===== config.mk =====
export PLATFORM = sky130hd
export DESIGN_NAME = bus_master_port
export DESIGN_NICKNAME = d
export VERILOG_FILES = /design/src/rtl/bus_pkg.sv /design/src/rtl/serial_shift_reg.sv /design/src/rtl/bus_master_port.sv
export SDC_FILE = /design/constraint.sdc
export NUM_CORES = 1
export LEC_CHECK = 0
export CELL_PAD_IN_SITES_DETAIL_PLACEMENT = 1
export CELL_PAD_IN_SITES_GLOBAL_PLACEMENT = 1
export CORE_ASPECT_RATIO = 0.5
export CORE_MARGIN = 2
export CORE_UTILIZATION = 42
export CTS_BUF_LIST = sky130_fd_sc_hd__clkbuf_16
export DETAILED_ROUTE_END_ITERATION = 8
export GPL_ROUTABILITY_DRIVEN = 0
export HOLD_SLACK_MARGIN = 0.12
export PLACE_DENSITY = 0.86
export REMOVE_ABC_BUFFERS = 1
export SKIP_CTS_REPAIR_TIMING = 1
export SYNTH_ARGS = -nofsm -noshare
export SYNTH_HDL_FRONTEND = slang
export SYNTH_SLANG_ARGS = --single-unit

===== constraint.sdc =====
create_clock -name clk -period 2.5 [get_ports clk]
set_input_delay 0.5 -clock clk [delete_from_list [all_inputs] [get_ports clk]]
set_output_delay 0.5 -clock clk [all_outputs]
set_load 0.05 [all_outputs]

===== src/rtl/bus_pkg.sv =====
// Shared bus definitions: master-port state encoding, device-select codes and
// the default field widths used by the arbiter, slave ports and master port.
package bus_pkg;

   localparam int BUS_DEV_ADDR_W = 4;
   localparam int BUS_MEM_ADDR_W = 12;
   localparam int BUS_DATA_W     = 16;

   localparam logic [3:0] DEV_S1     = 4'b0000;
   localparam logic [3:0] DEV_S2     = 4'b0001;
   localparam logic [3:0] DEV_S3     = 4'b0010;
   localparam logic [1:0] DEV_BB_PFX = 2'b11;

   typedef enum logic [2:0] {
      MP_IDLE     = 3'd0,
      MP_DEV_ADDR = 3'd1,
      MP_ACK_CHK  = 3'd2,
      MP_MEM_ADDR = 3'd3,
      MP_WDATA    = 3'd4,
      MP_RDATA    = 3'd5,
      MP_DONE     = 3'd6
   } mp_state_e;

   function automatic int max_of3(input int a, input int b, input int c);
      int m;
      m = (a > b) ? a : b;
      return (m > c) ? m : c;
   endfunction

endpackage


===== src/rtl/serial_shift_reg.sv =====
// MSB-first shift register with parallel load, shift enable and transfer counter.
// The top TAP_W bits are exposed: 1 for a serialiser, W for a deserialiser.
module serial_shift_reg #(
   parameter int W     = 16,
   parameter int CW    = 5,
   parameter int TAP_W = W
) (
   input  logic             clk,
   input  logic             rstn,
   input  logic             load_i,
   input  logic [W-1:0]     load_data_i,
   input  logic             shift_i,
   input  logic             ser_i,
   output logic [TAP_W-1:0] tap_o,
   output logic [CW-1:0]    cnt_o
);

   logic [W-1:0]  shreg_q, shreg_d;
   logic [CW-1:0] cnt_q, cnt_d;

   // A load starts a new field, so it wins over a shift in the same cycle.
   always_comb begin
      shreg_d = shreg_q;
      cnt_d   = cnt_q;
      if (load_i) begin
         shreg_d = load_data_i;
         cnt_d   = '0;
      end else if (shift_i) begin
         shreg_d = {shreg_q[W-2:0], ser_i};
         cnt_d   = cnt_q + 1'b1;
      end
   end

   always_ff @(posedge clk or negedge rstn) begin
      if (!rstn) begin
         shreg_q <= '0;
         cnt_q   <= '0;
      end else begin
         shreg_q <= shreg_d;
         cnt_q   <= cnt_d;
      end
   end

   assign tap_o = shreg_q[W-1 -: TAP_W];
   assign cnt_o = cnt_q;

endmodule


===== src/rtl/bus_master_port.sv =====
// Serial master port feeding arbiter port 1: serialises dev/mem/data fields MSB-first.
// Optional watchdog on stalled handshakes is enabled with `define MASTER_PORT_TIMEOUT_EN.
module bus_master_port
   import bus_pkg::*;
#(
   parameter int DEV_ADDR_WIDTH = BUS_DEV_ADDR_W,
   parameter int MEM_ADDR_WIDTH = BUS_MEM_ADDR_W,
   parameter int DATA_WIDTH     = BUS_DATA_W,
   parameter int TIMEOUT        = 255
) (
   input  logic                      clk,
   input  logic                      rstn,
   input  logic                      req_valid,
   output logic                      req_ready,
   input  logic                      req_mode,
   input  logic [DEV_ADDR_WIDTH-1:0] req_dev,
   input  logic [MEM_ADDR_WIDTH-1:0] req_addr,
   input  logic [DATA_WIDTH-1:0]     req_wdata,
   output logic                      rsp_valid,
   output logic                      rsp_err,
   output logic [DATA_WIDTH-1:0]     rsp_rdata,
   output logic                      mode,
   output logic                      wr_bus,
   output logic                      master_valid,
   input  logic                      slave_ready,
   output logic                      master_ready,
   input  logic                      slave_valid,
   input  logic                      rd_bus,
   input  logic                      ack
);

   localparam int FW = max_of3(DEV_ADDR_WIDTH, MEM_ADDR_WIDTH, DATA_WIDTH);
   localparam int CW = $clog2(FW) + 1;

   localparam logic [CW-1:0] DEV_LAST  = CW'(DEV_ADDR_WIDTH - 1);
   localparam logic [CW-1:0] MEM_LAST  = CW'(MEM_ADDR_WIDTH - 1);
   localparam logic [CW-1:0] DATA_LAST = CW'(DATA_WIDTH - 1);

   // Fields are left-justified in the tx register so the MSB always leaves first.
   function automatic logic [FW-1:0] align_msb(input logic [FW-1:0] v, input int width);
      return v << (FW - width);
   endfunction

   mp_state_e state_q, state_d;
   logic                      rdy_q, rdy_d;
   logic                      mode_q, mode_d;
   logic                      err_q, err_d;
   logic [MEM_ADDR_WIDTH-1:0] addr_q, addr_d;
   logic [DATA_WIDTH-1:0]     wdata_q, wdata_d;
   logic [DATA_WIDTH-1:0]     rdata_q, rdata_d;

   logic            tx_load;
   logic [FW-1:0]   tx_load_data;
   logic            tx_msb;
   logic [CW-1:0]   tx_cnt;
   logic            rx_load;
   logic [DATA_WIDTH-1:0] rx_par;
   logic [CW-1:0]   rx_cnt;

   logic mv, mr, xfer_out, xfer_in, wdog_hit;

   assign mv       = (state_q == MP_DEV_ADDR) || (state_q == MP_MEM_ADDR) || (state_q == MP_WDATA);
   assign mr       = (state_q == MP_RDATA);
   assign xfer_out = mv && slave_ready;
   assign xfer_in  = mr && slave_valid;

   serial_shift_reg #(
      .W     (FW),
      .CW    (CW),
      .TAP_W (1)
   ) u_tx (
      .clk         (clk),
      .rstn        (rstn),
      .load_i      (tx_load),
      .load_data_i (tx_load_data),
      .shift_i     (xfer_out),
      .ser_i       (1'b0),
      .tap_o       (tx_msb),
      .cnt_o       (tx_cnt)
   );

   serial_shift_reg #(
      .W     (DATA_WIDTH),
      .CW    (CW),
      .TAP_W (DATA_WIDTH)
   ) u_rx (
      .clk         (clk),
      .rstn        (rstn),
      .load_i      (rx_load),
      .load_data_i ('0),
      .shift_i     (xfer_in),
      .ser_i       (rd_bus),
      .tap_o       (rx_par),
      .cnt_o       (rx_cnt)
   );

`ifdef MASTER_PORT_TIMEOUT_EN
   localparam int WW = $clog2(TIMEOUT + 1);
   logic [WW-1:0] wdog_q, wdog_d;

   assign wdog_hit = (mv || mr) && !(xfer_out || xfer_in) && (wdog_q >= WW'(TIMEOUT));

   // Any progress, or leaving the state, restarts the wait window.
   always_comb begin
      wdog_d = wdog_q;
      if (xfer_out || xfer_in || (state_d != state_q)) begin
         wdog_d = '0;
      end else if (wdog_q != WW'(TIMEOUT)) begin
         wdog_d = wdog_q + 1'b1;
      end
   end

   always_ff @(posedge clk or negedge rstn) begin
      if (!rstn) begin
         wdog_q <= '0;
      end else begin
         wdog_q <= wdog_d;
      end
   end
`else
   assign wdog_hit = 1'b0;
`endif

   always_comb begin
      state_d      = state_q;
      mode_d       = mode_q;
      err_d        = err_q;
      addr_d       = addr_q;
      wdata_d      = wdata_q;
      rdata_d      = rdata_q;
      tx_load      = 1'b0;
      tx_load_data = '0;
      rx_load      = 1'b0;

      unique case (state_q)
         MP_IDLE: begin
            if (rdy_q && req_valid) begin
               tx_load      = 1'b1;
               tx_load_data = align_msb(FW'(req_dev), DEV_ADDR_WIDTH);
               addr_d       = req_addr;
               wdata_d      = req_wdata;
               mode_d       = req_mode;
               err_d        = 1'b0;
               state_d      = MP_DEV_ADDR;
            end
         end
         MP_DEV_ADDR: begin
            if (xfer_out && (tx_cnt == DEV_LAST)) begin
               state_d = MP_ACK_CHK;
            end
         end
         MP_ACK_CHK: begin
            if (ack) begin
               tx_load      = 1'b1;
               tx_load_data = align_msb(FW'(addr_q), MEM_ADDR_WIDTH);
               state_d      = MP_MEM_ADDR;
            end else begin
               err_d   = 1'b1;
               state_d = MP_DONE;
            end
         end
         MP_MEM_ADDR: begin
            if (xfer_out && (tx_cnt == MEM_LAST)) begin
               if (mode_q) begin
                  tx_load      = 1'b1;
                  tx_load_data = align_msb(FW'(wdata_q), DATA_WIDTH);
                  state_d      = MP_WDATA;
               end else begin
                  rx_load = 1'b1;
                  state_d = MP_RDATA;
               end
            end
         end
         MP_WDATA: begin
            if (xfer_out && (tx_cnt == DATA_LAST)) begin
               state_d = MP_DONE;
            end
         end
         MP_RDATA: begin
            // The last bit is still on rd_bus, so fold it in directly.
            if (xfer_in && (rx_cnt == DATA_LAST)) begin
               rdata_d = {rx_par[DATA_WIDTH-2:0], rd_bus};
               state_d = MP_DONE;
            end
         end
         MP_DONE: begin
            mode_d  = 1'b0;
            err_d   = 1'b0;
            state_d = MP_IDLE;
         end
         default: begin
            state_d = MP_IDLE;
         end
      endcase

      if (wdog_hit) begin
         tx_load = 1'b0;
         rx_load = 1'b0;
         err_d   = 1'b1;
         state_d = MP_DONE;
      end

      rdy_d = (state_d == MP_IDLE);
   end

   always_ff @(posedge clk or negedge rstn) begin
      if (!rstn) begin
         state_q <= MP_IDLE;
         rdy_q   <= 1'b0;
         mode_q  <= 1'b0;
         err_q   <= 1'b0;
         addr_q  <= '0;
         wdata_q <= '0;
         rdata_q <= '0;
      end else begin
         state_q <= state_d;
         rdy_q   <= rdy_d;
         mode_q  <= mode_d;
         err_q   <= err_d;
         addr_q  <= addr_d;
         wdata_q <= wdata_d;
         rdata_q <= rdata_d;
      end
   end

   assign req_ready    = rdy_q;
   assign rsp_valid    = (state_q == MP_DONE);
   assign rsp_err      = err_q;
   assign rsp_rdata    = rdata_q;
   assign mode         = mode_q;
   assign master_valid = mv;
   assign master_ready = mr;
   assign wr_bus       = mv & tx_msb;

endmodule


# Word-level counts from Yosys, hierarchy flattened
# Cells that the tools add are included.
# word_totals
elab_cells	79
inputBits	40
ff_bits	91
# classes
muxes	34
n_eq_ne	12
add_sub_neg	2
reduce_logical	19
n_bitwise	1
# op_table
operator	n
two-way mux 16 bit	6
one-hot mux 16 bit (3 select lines)	1
two-way mux 15 bit	2
two-way mux 5 bit	4
two-way mux 3 bit	6
one-hot mux 3 bit (6 select lines)	1
== test 5 x 4 -> 1 bit (second input constant)	3
two-way mux 1 bit	11
adder 5 x 1 -> 5 bit (second input constant)	2
== test 3 bit (second input constant)	3
logical AND 1 bit	7
== test 3 x 2 -> 1 bit (second input constant)	2
logical NOT 3 bit	2
one-hot mux 1 bit (3 select lines)	2
AND reduction 2 bit	3
nonzero test 2 bit	3
== test 5 x 2 -> 1 bit (second input constant)	1
inequality test 2 bit (second input constant)	2
== test 3 x 1 -> 1 bit (second input constant)	1
AND reduction 3 bit	1
nonzero test 3 bit	1
logical OR 1 bit	2
one-hot mux 1 bit (2 select lines)	1
bitwise AND 1 bit	1

# Logic depth before layout (Yosys ltp)
# Gate-level depths: netlist of run 1.
# logic_depth
ltp_word	8
ltp_mapped	7
ltp_nobuf	7

# Modules after synthesis
# A second synthesis of run 1 with hierarchy kept.
# unflattened
hier_cells	357
area_unflattened_um2	4336.7
# by_module_without_submodules
module	seq_area_each_um2	n_inst	area_each_um2	cells_per_inst
bus_master_port	1251.2	1	2302.2	173
serial_shift_reg	525.5	2	1017.2	92

# Worst setup path before layout of run 1
# No wires, ideal clock.
# synth_timing
kind	register to output
from	register state_q[1]
to	output wr_bus
slack_ns	-0.392
required_ns	2.000
t_arrival_ns	2.392
n_path_buf	1
path_stages_with_launch	5
cell_sequence	dfrtp_1 -> buf_2 -> nand2b_1 -> o21ai_0 -> and2_1
# synth_via
elab_chain_cells	4
# synth_rtl
item	line	text
from (decl)	bus_master_port.sv:44	mp_state_e state_q, state_d;
from (signal assigned)	bus_master_port.sv:216	state_q <= state_d;
== test 3 x 1 -> 1 bit / == test 3 x 2 -> 1 bit (equally long branches)	bus_master_port.sv:62	assign mv = (state_q == MP_DEV_ADDR) || (state_q == MP_MEM_ADDR) || (state_q == MP_WDATA);
logical OR 1 bit	bus_master_port.sv:62	
logical OR 1 bit *	bus_master_port.sv:62	
named net master_valid	bus_master_port.sv:24	output logic master_valid,
bitwise AND 1 bit *	bus_master_port.sv:233	assign wr_bus = mv & tx_msb;
to (decl)	bus_master_port.sv:23	output logic wr_bus,
# The timed path passes the listed nets; every way through them passes the cells marked *.

# Final worst setup path of run 1
# layout_timing
from	register u_tx.cnt_q[0] (netlist: u_tx.cnt_o[0])
to	register u_tx.shreg_q[11]
# layout_via
elab_chain_cells	5
# layout_rtl
item	line	text
from (decl)	serial_shift_reg.sv:19	logic [CW-1:0] cnt_q, cnt_d;
from (signal assigned)	serial_shift_reg.sv:40	cnt_q <= cnt_d;
== test 5 x 4 -> 1 bit *	bus_master_port.sv:163	if (xfer_out && (tx_cnt == MEM_LAST)) begin
logical AND 1 bit *	bus_master_port.sv:163	
two-way mux 16 bit / two-way mux 1 bit (equally long branches)	bus_master_port.sv:163	
one-hot mux 16 bit (3 select lines) / one-hot mux 1 bit (3 select lines) (equally long branches)	bus_master_port.sv:135	unique case (state_q)
two-way mux 16 bit / nonzero test 2 bit (equally long branches)	-	
to (signal assigned)	serial_shift_reg.sv:39	shreg_q <= shreg_d;
to (decl)	serial_shift_reg.sv:18	logic [W-1:0] shreg_q, shreg_d;
# Every way passes the cells marked *; elsewhere a longest branch is shown, timed or not.
# A chain may end at the register's enable or synchronous reset.

==> impl_metrics.tcl, run 1 <==
set metrics [dict create \
    status "finished clean" \
    critical_path.max_fanout 12 \
    drt-pass1-iter-count 4 \
    yosys.area.top_type "dfrtp_1" \
    period_needed_ns 2.421 \
    ys.flop_type "dfrtp_1" \
    fp.dieW_um 142.7 \
    layout_commonest_cell "dfrtp_1" \
    drv_cap 0 \
    synthArstFlopShare 1.000 \
    stdcell_area_sq_um 5142 \
    h-tree-depth 3 \
    fin_skew_ns 0.008344 \
    dpl_cell_area_sq_um 4850 \
    r2r_slack_ns 0.08 \
    antenna_cells 0 \
    vdd_drop_max_mv 0.4104 \
    netlist_area_sq_um 4043 \
    tightest_slew_ns 1.060 \
    wire_per_inst_um 18.84 \
    num_vias 3030 \
    grtUsageTotal 0.2143 \
    cts_buffer_depth 2 \
    endpoint_kind "register" \
    initial_core_util 0.4308 \
    yosysSeqAreaShare 0.5633 \
    port_buffers 62 \
    boundaryPins 63 \
    drt_iter0_markers 175 \
    insertion_delay_ns 0.36 \
    drive_gt1_frac 0.2178 \
    critPathArrivalTime_ns 2.58 \
    cts_buffers 9 \
    hold_class "input port to asynchronous set/reset pin" \
    synth_seq_cells 91 \
    grt_pass1_wl_um 17110 \
    clock-sinks 91 \
    dp_hpwl_um 6587 \
    synth_cell_types 46 \
    antenna_found_initial 0 \
    cts_root_buf "clkbuf_16" \
    max_freq_ghz 0.4131 \
    grt_pass1_vias 3361 \
    reg2reg_from "u_tx.cnt_o[0]" \
    hold_violations 0 \
    syn_avg_cell_area_sq_um 11.39 \
    final_nets 466 \
    final_cell_mix "89 x dfrtp_1, 70 x nand2_1, 57 x clkdlybuf4s50_1" \
    fin_crit_sh 0.9682 \
    p_per_area_nw_per_um2 1056 \
    drtAntennaViolNets 0 \
    ys.warnings.count 0 \
    r2r-end "u_tx.shreg_q[11]" \
    synth_edf_count 0 \
    routed_wl_um 10320 \
    cts_tree "built" \
    rr_worst_depth 5 \
    p_leak_nw 2.234 \
    core.rowCount 25 \
    synth_top_cell_area_share 0.5633 \
    finalWorstSetupSlack_ns 0.07948 \
    slew_viol_final 0 \
    critical_path_class "register to register" \
    relSlewSlack 0.2909 \
    pre_cts_ws_ns -0.05088 \
    syn_to_final_growth_pct 27.21 \
    start_kind "register" \
    fp.coreArea_sq_um 9384 \
    cts.clk_slew.worst_paths_ns 0.07 \
    route.detailed.drc 0 \
    die_area_sq_um 10470 \
    netlist_instances 355 \
    synth_area_leaders "dfrtp_1 56%, mux2_2 12%, nand2_1 6.5%" \
    die_y_um 73.38 \
    setup_violations 0 \
    grt_remaining_overflow 0 \
    required_ns 2.66 \
    via_per_inst 5.529 \
    grt_max_degree 40 \
    fin_util 0.5480 \
]
[synthesized netlist by cell type (2+ instances only)]
library cell	n
clkbuf_1	6
buf_6	2
xnor2_1	2
mux2i_1	6
nand3_1	4
and3_1	5
nor2_1	14
a32oi_1	8
inv_1	4
a21oi_1	18
dfrtp_1	91
nand4b_1	2
ha_1	4
nand4_1	3
and4b_1	2
a221oi_1	2
o21a_1	3
buf_2	15
a222oi_1	2
o21ai_0	14
xor2_1	3
nand2b_1	3
nor2b_1	2
nor3b_1	2
nor3_2	2
a211oi_2	2
mux2_2	44
nand2_1	70
a211oi_1	3
[critical path, cell delays in order (launching register included)]
cell	delay, ns
dfrtp_1	0.42
ha_1	0.27
and4bb_2	0.29
and3_1	0.20
nor2_1	0.80
a32oi_1	0.24
[flip-flops by register name (all words and copies together) (netlist names)]
signal / count
mode: 1
addr_q: 12
u_tx.shreg_q: 16
req_ready: 1
state_q: 3
wdata_q: 16
u_rx.cnt_o: 5
rsp_rdata: 16
rsp_err: 1
u_tx.cnt_o: 5
u_rx.tap_o: 15
[through the flow]
step	cells	setup TNS, ns	total power [mW]	hold WS, ns
global route	548	-0.01730	5.725	0.1517
detailed placement	532	-0.2077	4.046	0.4906
CTS	548	0	5.462	0.1252
global placement	532	0	3.941	0.4582
floorplan	332	-5.703	3.356	0.2044
finish	548	0	5.430	0.1149
[routing by layer]
layer | up-vias | share of wire | track usage
met2 | 74 | 0.52 | 0.3809
met1 | 1546 | 0.42 | 0.2554
met5 | - | 0 | 0
met3 | 20 | 0.046 | 0.05606
met4 | 0 | 0.020 | 0.08031
li1 | 1390 | - | -
[cell families after synthesis]
logic type	Yosys count	synth area share
and+or+nand+nor	117	0.1390
AOI/OAI and AO/OA	61	0.1037
DFF	91	0.5633
xor gates and xnor gates	5	0.01083
muxes	50	0.1374
buffers and inverters	27	0.03342
adders and majority gates	4	0.01238
[final cells by class]
cell class                 instances  area (sq um)
clock buffer                       9         225.2
inverter                           4         15.01
multi-input combinational        237          1645
tap                              121         151.4
timing repair buffer              79         760.7
clock inverter                     7         65.06
fill                             968          4242
sequential                        91          2280
[worst max path at each step]
stage	endpoint	from
after global placement	u_tx.shreg_q[7]	slave_ready
final	u_tx.shreg_q[11]	u_tx.cnt_o[0]
after CTS	wr_bus	state_q[2]
after global routing	u_tx.shreg_q[10]	u_tx.cnt_o[0]
after detailed placement	u_tx.shreg_q[9]	slave_ready
after floorplan	wr_bus	state_q[1]
[power breakdown]
part / internal [mW] / total [mW] / switching [mW]
registers: 1.94 / 2.35 / 0.408
clock network: 0.701 / 1.35 / 0.645
logic: 0.828 / 1.73 / 0.907
total: 3.47 / 5.43 / 1.96
Note: power is estimated with default switching activity, not from simulation.
==> run 2: changes to the inputs <==
--- a/config.mk
+++ b/config.mk
@@ -5,11 +5,9 @@
 export SDC_FILE = /design/constraint.sdc
 export NUM_CORES = 1
 export LEC_CHECK = 0
-export CELL_PAD_IN_SITES_DETAIL_PLACEMENT = 1
-export CELL_PAD_IN_SITES_GLOBAL_PLACEMENT = 1
 export CORE_ASPECT_RATIO = 0.5
 export CORE_MARGIN = 2
-export CORE_UTILIZATION = 42
+export CORE_UTILIZATION = 53
 export CTS_BUF_LIST = sky130_fd_sc_hd__clkbuf_16
 export DETAILED_ROUTE_END_ITERATION = 8
 export GPL_ROUTABILITY_DRIVEN = 0
==> run 2 against run 1 <==
Routed wire length shrank 21%. Register-to-register slack improved by 0.19 ns. Hold slack gained 0.052 ns. Highest routed layer unchanged. Sequential power is 4% lower. Critical endpoint is now wr_bus. Clock power fell by 7%. Via count down 4.1%. Final area fell by 0.73%. Worst setup slack improved by 0.093 ns. Final cell count fell by 4.9%. Global-route usage up 0.17 points. Combinational power about the same.
==> impl_metrics.tcl, run 2 (same netlist as run 1, synthesis figures left out) <==
set metrics [dict create \
    status "finished clean" \
    dp_hpwl_um 5644 \
    drt-pass1-iter-count 4 \
    final_cell_mix "91 x dfrtp_1, 70 x nand2_1, 57 x clkdlybuf4s50_1" \
    fin_crit_sh 0.9308 \
    num_vias 2905 \
    path_cells "nand2b_1 > o21ai_0 > and2_1 > buf_12" \
    finalWorstSetupSlack_ns 0.1729 \
    start_kind "register" \
    hold_violations 0 \
    drtAntennaViolNets 0 \
    rsz0062_at_grt "false" \
    p_leak_nw 2.237 \
    fp.dieW_um 127.5 \
    grt_pass1_vias 2888 \
    insertion_delay_ns 0.34 \
    h-tree-depth 3 \
    fp.coreArea_sq_um 7350 \
    critical_path_class "register to primary output" \
    cts_buffer_depth 2 \
    cts_root_buf "clkbuf_16" \
    tightest_slew_ns 0.9103 \
    critPathArrivalTime_ns 1.83 \
    wire_per_inst_um 15.66 \
    setup_violations 0 \
    initial_core_util 0.5501 \
    syn_to_final_growth_pct 26.28 \
    antenna_found_initial 0 \
    cp_slowest_cell "dfrtp_1" \
    grt_pass1_wl_um 13860 \
    route.detailed.drc 0 \
    required_ns 2.00 \
    via_per_inst 5.576 \
    drv_cap 0 \
    core.rowCount 22 \
    slew_viol_final 0 \
    drive_gt1_frac 0.2024 \
    max_stage_delay_ns 0.52 \
    cts_buffers 9 \
    grt_max_degree 48 \
    period_needed_ns 2.327 \
    port_buffers 62 \
    fin_skew_ns 0.006104 \
    whs_ns 0.1672 \
    clock-sinks 91 \
    grtUsageTotal 0.2160 \
    die_y_um 65.76 \
    endpoint_kind "primary output" \
    grt_remaining_overflow 0 \
    vdd_drop_max_mv 0.5447 \
    hold_class "input port to asynchronous set/reset pin" \
    rr_worst_depth 5 \
    pre_cts_ws_ns -0.005591 \
    cts_tree "built" \
    relSlewSlack 0.3909 \
    p_per_area_nw_per_um2 1027 \
    layout_commonest_cell "dfrtp_1" \
    die_area_sq_um 8384 \
    routed_wl_um 8160 \
    final_nets 465 \
    antenna_cells 0 \
    cts.clk_slew.worst_paths_ns 0.05 \
    boundaryPins 63 \
    drt_iter0_markers 188 \
    critical_path.max_fanout 15 \
    max_freq_ghz 0.4297 \
]
[run 2: cell count changes in the layout (fill, tap and decap cells not counted), moves of 2 or more]
cell / change
buf_4: -3
dfrtp_2: -2
dfrtp_1: +2
inv_1: +2
inv_6: -3
clkinv_1: +2
inv_8: -2
buf_12: +2
[run 2: where the power goes]
part / leakage (nW) / internal [mW] / switching (mW)
Sequential: 1.18 / 1.94 / 0.321
Combinational: 0.918 / 0.845 / 0.879
Clock: 0.143 / 0.752 / 0.504
Total: 2.24 / 3.54 / 1.70
[run 2: worst max-delay path, delay by kind of cell, from the launching register on]
kind,cells,cell delay [ns]
DFF,1,0.52
and+or+nand+nor,2,0.47
AOI/OAI and AO/OA,1,0.35
buffers and inverters,1,0.14
[run 2: layout make-up]
class / count / area, sq um
Sequential cell: 91 / 2277
Fill cell: 503 / 2245
Multi-Input combinational cell: 237 / 1639
Timing Repair Buffer: 78 / 778.2
Clock buffer: 9 / 225.2
Tap cell: 96 / 120.1
Clock inverter: 6 / 50.05
Inverter: 4 / 15.01
[run 2: path summary, 6_finish.rpt]
| check | from | end | slack, ns |
|---|---|---|---|
| max reg2reg | u_tx.cnt_o[0] | u_tx.shreg_q[5] | 0.27 |
| min | rstn | u_tx.shreg_q[5] | 0.17 |
| max | state_q[1] | wr_bus | 0.17 |
| min reg2reg | wdata_q[1] | u_tx.shreg_q[1] | 0.49 |
| max in group asynchronous | rstn | u_rx.tap_o[13] | 1.63 |
| min in group clk | wdata_q[1] | u_tx.shreg_q[1] | 0.49 |
[run 2: metal layers]
metal  vias to the layer above  part of all wire  global-route usage
li1                       1387                 -                   -
met1                      1429              0.43              0.2743
met2                        73              0.50              0.3543
met3                        16             0.045             0.06270
met4                         0             0.020             0.08654
met5                         -                 0                   0
[run 2: stage by stage]
step / instance area, sq um / power, mW / setup TNS, ns / cells / util
6_report: 5105 / 5.243 / 0 / 521 / 0.6946
5_1_grt: 5105 / 5.549 / 0 / 521 / 0.6946
4_1_cts: 5102 / 5.281 / 0 / 521 / 0.6942
3_5_place_dp: 4827 / 4.003 / -0.005591 / 506 / 0.6568
3_3_place_gp: 4827 / 3.923 / 0 / 506 / 0.6568
2_1_floorplan: 3923 / 3.356 / -5.703 / 332 / -
